[config.mk]
export PLATFORM = sky130hd
export DESIGN_NAME = two_port_bus_arbiter
export DESIGN_NICKNAME = d
export VERILOG_FILES = /design/src/rtl/two_port_bus_arbiter_pkg.sv /design/src/rtl/eight_bit_2_1_mux.sv /design/src/rtl/two_port_bus_arbiter.sv
export SDC_FILE = /design/constraint.sdc
export NUM_CORES = 1
export LEC_CHECK = 0
export CAP_MARGIN = 20
export CORE_MARGIN = 2
export CORE_UTILIZATION = 49
export CTS_CLUSTER_DIAMETER = 60
export DETAILED_ROUTE_END_ITERATION = 8
export PLACE_DENSITY = 0.95
export SLEW_MARGIN = 25
export SYNTH_ARGS = -nofsm -noshare
export SYNTH_HDL_FRONTEND = slang
export SYNTH_SLANG_ARGS = --single-unit
[constraint.sdc]
create_clock -name clk -period 3.97 [get_ports clk]
set_input_delay 0.794 -clock clk [delete_from_list [all_inputs] [get_ports clk]]
set_output_delay 0.794 -clock clk [all_outputs]
set_load 0.05 [all_outputs]
[src/rtl/two_port_bus_arbiter_pkg.sv]
// Shared types and constants for the two-port bus arbiter: FSM state encoding
// and the source codes reported on out_src.
package two_port_bus_arbiter_pkg;

    typedef enum logic [1:0] {
        ST_IDLE  = 2'd0,
        ST_GNT_A = 2'd1,
        ST_GNT_B = 2'd2
    } arb_state_e;

    localparam logic SRC_A = 1'b0;
    localparam logic SRC_B = 1'b1;

    localparam int DATA_W = 8;

    // Round-robin priority always moves to the requester that was not just served.
    function automatic logic other_src(input logic src);
        return (src == SRC_A) ? SRC_B : SRC_A;
    endfunction

endpackage

[src/rtl/eight_bit_2_1_mux.sv]
// Byte-wide 2:1 multiplexer; s=0 selects a, s=1 selects b.
module eight_bit_2_1_mux (
    input  logic [7:0] a,
    input  logic [7:0] b,
    input  logic       s,
    output logic [7:0] y
);

    assign y = s ? b : a;

endmodule

[src/rtl/two_port_bus_arbiter.sv]
// Round-robin arbiter sharing one registered byte bus between requesters A and B,
// with burst-hold grants, a forced release after MAX_BURST beats and valid/ready output.
module two_port_bus_arbiter
    import two_port_bus_arbiter_pkg::*;
#(
    parameter int MAX_BURST = 4
) (
    input  logic              clk,
    input  logic              rst_n,
    input  logic              req_a,
    input  logic [DATA_W-1:0] data_a,
    input  logic              last_a,
    output logic              ack_a,
    input  logic              req_b,
    input  logic [DATA_W-1:0] data_b,
    input  logic              last_b,
    output logic              ack_b,
    output logic [DATA_W-1:0] out_data,
    output logic              out_src,
    output logic              out_valid,
    input  logic              out_ready,
    output logic              busy
);

    localparam logic [8:0] BURST_LIMIT = 9'(MAX_BURST);

    arb_state_e        state;
    arb_state_e        next_state;
    logic              prio;
    logic [7:0]        beat_cnt;
    logic [DATA_W-1:0] mux_y;
    logic              grant_a;
    logic              grant_b;
    logic              ack_any;
    logic              cur_req;
    logic              cur_last;
    logic              burst_done;
    logic              load_en;
    logic              release_grant;

    eight_bit_2_1_mux u_mux (
        .a (data_a),
        .b (data_b),
        .s (grant_b),
        .y (mux_y)
    );

    always_ff @(posedge clk or negedge rst_n) begin
        if (!rst_n) begin
            state <= ST_IDLE;
        end else begin
            state <= next_state;
        end
    end

    always_comb begin
        next_state = state;
        case (state)
            ST_IDLE: begin
                if (req_a && req_b) begin
                    next_state = (prio == SRC_B) ? ST_GNT_B : ST_GNT_A;
                end else if (req_a) begin
                    next_state = ST_GNT_A;
                end else if (req_b) begin
                    next_state = ST_GNT_B;
                end
            end
            ST_GNT_A, ST_GNT_B: begin
                if (release_grant) begin
                    next_state = ST_IDLE;
                end
            end
            default: next_state = ST_IDLE;
        endcase
    end

    // A grant ends on the last beat, on reaching the burst limit, or when the owner withdraws.
    always_comb begin
        grant_a       = (state == ST_GNT_A);
        grant_b       = (state == ST_GNT_B);
        busy          = (state != ST_IDLE);
        load_en       = !out_valid || out_ready;
        ack_a         = grant_a && req_a && load_en;
        ack_b         = grant_b && req_b && load_en;
        ack_any       = ack_a || ack_b;
        cur_req       = grant_b ? req_b : req_a;
        cur_last      = grant_b ? last_b : last_a;
        burst_done    = (({1'b0, beat_cnt} + 9'd1) == BURST_LIMIT);
        release_grant = busy && ((ack_any && (cur_last || burst_done)) || !cur_req);
    end

    always_ff @(posedge clk or negedge rst_n) begin
        if (!rst_n) begin
            prio      <= SRC_A;
            beat_cnt  <= 8'd0;
            out_data  <= '0;
            out_src   <= SRC_A;
            out_valid <= 1'b0;
        end else begin
            if (release_grant) begin
                prio     <= other_src(grant_b ? SRC_B : SRC_A);
                beat_cnt <= 8'd0;
            end else if (ack_any) begin
                beat_cnt <= beat_cnt + 8'd1;
            end

            if (ack_any) begin
                out_data  <= mux_y;
                out_src   <= grant_b ? SRC_B : SRC_A;
                out_valid <= 1'b1;
            end else if (out_valid && out_ready) begin
                out_valid <= 1'b0;
            end
        end
    end

endmodule

# Yosys cells after proc, flatten, opt, wreduce, memory -nomap -nowiden

Index checks and enable logic that the tools add are counted.

Output and inout port bits: 13
Input port bits: 23
Register bits: 21

Multiplexer cells: 15
Add/sub/neg operators: 2
Reductions and logical operators: 20
Eq/ne operators: 5

Operator list:

| cell                  | number |
|---|---|
| $mux W8               | 3 |
| $mux W2               | 5 |
| $add A8 B1 Y9 const B | 1 |
| $eq A9 B3 Y1 const B  | 1 |
| $add A8 B1 Y8 const B | 1 |
| $logic_and A1 B1 Y1   | 8 |
| $mux W1               | 6 |
| $reduce_bool A2 Y1    | 3 |
| $logic_or A1 B1 Y1    | 4 |
| $ne A4 B4 Y1 const B  | 1 |
| $pmux W2 S2           | 1 |
| $eq A2 B1 Y1 const B  | 1 |
| $eq A2 B2 Y1 const B  | 1 |
| $logic_not A1 Y1      | 2 |
| $logic_not A2 Y1      | 1 |
| $ne A2 B2 Y1 const B  | 1 |
| $reduce_and A2 Y1     | 1 |
| $reduce_or A2 Y1      | 1 |

# Depth between registers and ports, before layout

Depth after elaboration: 9
Gate-level depth with buffers: 8
Depth with buffers taken out: 6

# Cells and area by module

Synthesis repeated with hierarchy kept, for this count alone.

Cells, all modules: 111
Area total of the unflattened synthesis: 1,242.4 sq um

Modules (own cells, without submodules):

| module               | instances | seq. area each (sq um) | area each (sq um) | cells each |
|---|---|---|---|---|
| two_port_bus_arbiter | 1         | 525.5                  | 1,111.1           | 102 |
| eight_bit_2_1_mux    | 1         | 0.0                    | 131.4             | 9 |

# Worst setup path after synthesis

OpenSTA, ideal clock, no wires.

Path type: input -> output
From: input out_ready
To: output ack_a
Buffers on the path: 1
Data required time: 3.176 ns
Setup slack: 1.530 ns
Cell stages on the path: 3
Data arrival time: 1.646 ns
Path through: nor2b_1 > buf_2 > nor2_1

Cells in the longest elaborated chain, start to end: 2

RTL lines:

| what                | RTL line                   | source |
|---|---|---|
| start: declaration  | two_port_bus_arbiter.sv:21 | `input logic out_ready,` |
| $logic_or A1 B1 Y1  | two_port_bus_arbiter.sv:82 | `load_en = !out_valid \|\| out_ready;` |
| $logic_and A1 B1 Y1 | two_port_bus_arbiter.sv:83 | `ack_a = grant_a && req_a && load_en;` |
| end: declaration    | two_port_bus_arbiter.sv:13 | `output logic ack_a,` |

Every way passes these cells.

# Final worst setup path

Same ends and word-level chain as after synthesis.

==> metrics.md <==
| Metric | Value |
|---|---|
| Vias/cell | 5.48 |
| Clock Sinks | 21 |
| TritonCTS buffer count | 3 |
| Place WS | 0.558 ns |
| Setup WS post-layout | 0.528 ns |
| Syn Area/Cell | 9.58 µm² |
| Maximum VDD drop | 0.000457 V |
| Setup tns final | 0 ns |
| WL per Instance | 14.7 µm |
| Grt met2 use | 0.417 |
| Initial antenna violation count | 0 |
| Fmax | 291 MHz |
| IO Pins | 36 |
| Routed via count | 1003 |
| Cells after Synth | 120 |
| Share of cells above drive strength 1 | 0.0645 |
| Starting Density | 0.520 |
| CP Launch Type | primary input |
| Final setup fails | 0 |
| Worst-path maximum fanout | 10 |
| Hold buffers post-CTS | 0 |
| Combinational Power Share | 0.605 |
| H-tree Lvls | 1 |
| Hold_ws | 0.433 ns |
| Rel. slew slack | 0.513 |
| Clock skew | 0.00508 ns |
| GR Layer Usage met3 | 0.0486 |
| Sw power | 0.000535 W |
| Power Dens Cells | 712 nW/µm² |
| CP Class | in -> out |
| Yosys Warn Count | 0 |
| Post-CTS sizing | 0 |
| Vias in the first global route | 1037 |
| Reg power frac | 0.306 |
| Gpl congestion | 0.901 |
| Arr. time, crit path | 2.65 ns |
| Critical Path RT | 3.18 ns |
| Rows | 17 |
| Fin crit period | 3.44 ns |
| Sw Ratio | 0.488 |
| Synth cell types | 35 |
| Period utilisation layout | 0.867 |
| Syn Std Cell Area | 1150 µm² |
| Initial DRC count | 10 |
| Largest net degree at the start of global routing | 22 |
| Pre-antenna DRT Iters | 4 |
| Final Hold Fails | 0 |
| CTS tree | yes |
| Clock-pin slew on the worst setup and hold paths | 0.11 ns |
| Final WL | 2690 µm |
| Register area share after synthesis | 0.457 |
| Clock Root Buffer | clkbuf_4 |
| Final Slew Violations | 0 |
| Clock Power Share | 0.090 |
| Slew at the pin with the worst max-slew slack | 0.731 ns |
| #FFs+latches synth | 21 |
| RSZ-0062 raised after global routing | false |
| Global route overflow | 0 |
| Post-route ant nets | 0 |
| Core ar. | 2210 µm² |
| Nets | 183 |
| Die Ht | 52.4 µm |
| GRT Overall Usage | 0.217 |
| Syn nets | 147 |
| Antenna diodes | 0 |
| Max_cap viols | 0 |
| Die area | 2750 µm² |
| Buffers on Ports | 35 |
| Status | finished clean |
| P_int | 0.000561 W |
| Area delta synth->final | 33.8% |
| Remaining DRCs | 0 |
| Crit path capture type | output pin |
| Busiest grt layer | met2 |
| Later-pin clock latency in the skew report | 0.29 ns |
| Leakage power | 0.632 nW |
| First-pass GRT wire length | 4370 µm |
| Worst min-delay path class | in -> async |
| Die Width | 52.4 µm |
| DP HPWL | 2100 µm |
| Clock Tree Buf Depth | 2 |
| Tot Pwr | 0.00110 W |
| Met1 Use GR | 0.235 |
| Setup bufs post-CTS | 0 |
## area by class of cell
class,instances,area (µm²)
Sequential cell,21,526
Tap cell,28,35.0
Clock buffer,4,26.3
Multi-Input combinational cell,91,592
Timing Repair Buffer,35,345
Inverter,4,15.0
Fill cell,189,673
## Yosys cell counts
master | n | area (µm²)
or2b_1 | 2 | 15.0
nand2_1 | 8 | 30.0
a21oi_1 | 14 | 70.1
o21ai_0 | 3 | 15.0
nor4_1 | 3 | 18.8
xnor2_1 | 6 | 52.6
and2_1 | 1 | 6.26
nand3b_1 | 1 | 7.51
inv_1 | 4 | 15.0
a32o_1 | 1 | 10.0
o31ai_1 | 1 | 7.51
nor3b_1 | 1 | 7.51
nand4_1 | 1 | 6.26
or2_1 | 1 | 6.26
a22oi_2 | 1 | 12.5
nor3_1 | 1 | 5.00
nand2b_1 | 2 | 12.5
mux2i_1 | 9 | 90.1
or3b_2 | 1 | 8.76
nor3_2 | 1 | 10.0
a21o_1 | 1 | 7.51
buf_2 | 2 | 10.0
nor2_1 | 18 | 67.6
o2bb2ai_1 | 1 | 8.76
nor4b_1 | 1 | 8.76
a21oi_2 | 1 | 8.76
or3_1 | 1 | 6.26
or4_4 | 1 | 11.3
nor2_2 | 1 | 6.26
ha_1 | 4 | 50.1
dfrtp_1 | 21 | 526
a32oi_1 | 1 | 8.76
clkbuf_1 | 2 | 7.51
nand3_1 | 2 | 10.0
nor2b_1 | 1 | 6.26
## worst paths after layout
| kind | start | end | slack (ns) | cells after the start |
|---|---|---|---|---|
| worst max-delay path | out_ready | ack_a | 0.53 | 4 |
| worst min-delay path | rst_n | beat_cnt[4] | 0.43 | 1 |
| worst max register to register | state[0] | beat_cnt[6] | 1.49 | 6 |
| worst min register to register | out_src | out_src | 0.52 | 2 |
| max in group asynchronous | rst_n | out_data[6] | 3.21 | 1 |
| min in group clk | out_src | out_src | 0.52 | 2 |
## kinds of logic (layout without fill, tap and decap cells)
logic type      after synthesis  count (layout)  share of synthesized area
fa+ha+maj                     4               4                     0.0435
simple gates                 48              48                      0.218
flops                        21              21                      0.457
mux                           9               9                     0.0783
compound gates               24              24                      0.129
buf+inv                       8              43                     0.0283
xor+xnor                      6               6                     0.0457
## registers in the layout (all words and copies together), names as in the netlist
name       cells
beat_cnt       8
out_data       8
state          2
out_src        1
out_valid      1
prio           1
## stage by stage
| step | utilization | std cells | instance area [µm²] |
|---|---|---|---|
| after floorplan | - | 120 | 1150 |
| after global placement | 0.686 | 179 | 1520 |
| after detailed placement | 0.686 | 179 | 1520 |
| after CTS | 0.698 | 183 | 1540 |
| after global routing | 0.696 | 183 | 1540 |
| final | 0.696 | 183 | 1540 |
## layout by cell type, fill, tap and decap left out, types with 2 or more instances in the layout
| master | instances |
|---|---|
| a21oi_1 | 14 |
| clkbuf_4 | 3 |
| clkdlybuf4s50_1 | 34 |
| dfrtp_1 | 21 |
| ha_1 | 4 |
| inv_1 | 4 |
| mux2i_1 | 9 |
| nand2_1 | 8 |
| nand2b_1 | 2 |
| nand3_1 | 2 |
| nor2_1 | 18 |
| nor4_1 | 3 |
| o21ai_0 | 3 |
| or2b_1 | 2 |
| xnor2_1 | 6 |
## layer usage
layer	wire, µm	share of wire
met5	0	0
met4	42	0.016
met3	190	0.071
met2	1420	0.53
met1	1040	0.38
## worst max-delay path: stages
cell             delay (ns)
clkdlybuf4s50_1        0.41
nor2b_1                0.54
nor2_1                 0.16
clkdlybuf4s50_1        0.74
## power groups by stage
stage          logic, W  clock network (W)  registers (W)
2_1_floorplan  0.000290                  0       0.000503
3_3_place_gp   0.000639                  0       0.000335
3_5_place_dp   0.000665                  0       0.000337
4_1_cts        0.000669           0.000102       0.000335
5_1_grt        0.000719           0.000112       0.000343
6_report       0.000663          0.0000982       0.000335
No activity file was read; power rests on OpenSTA's default activity.
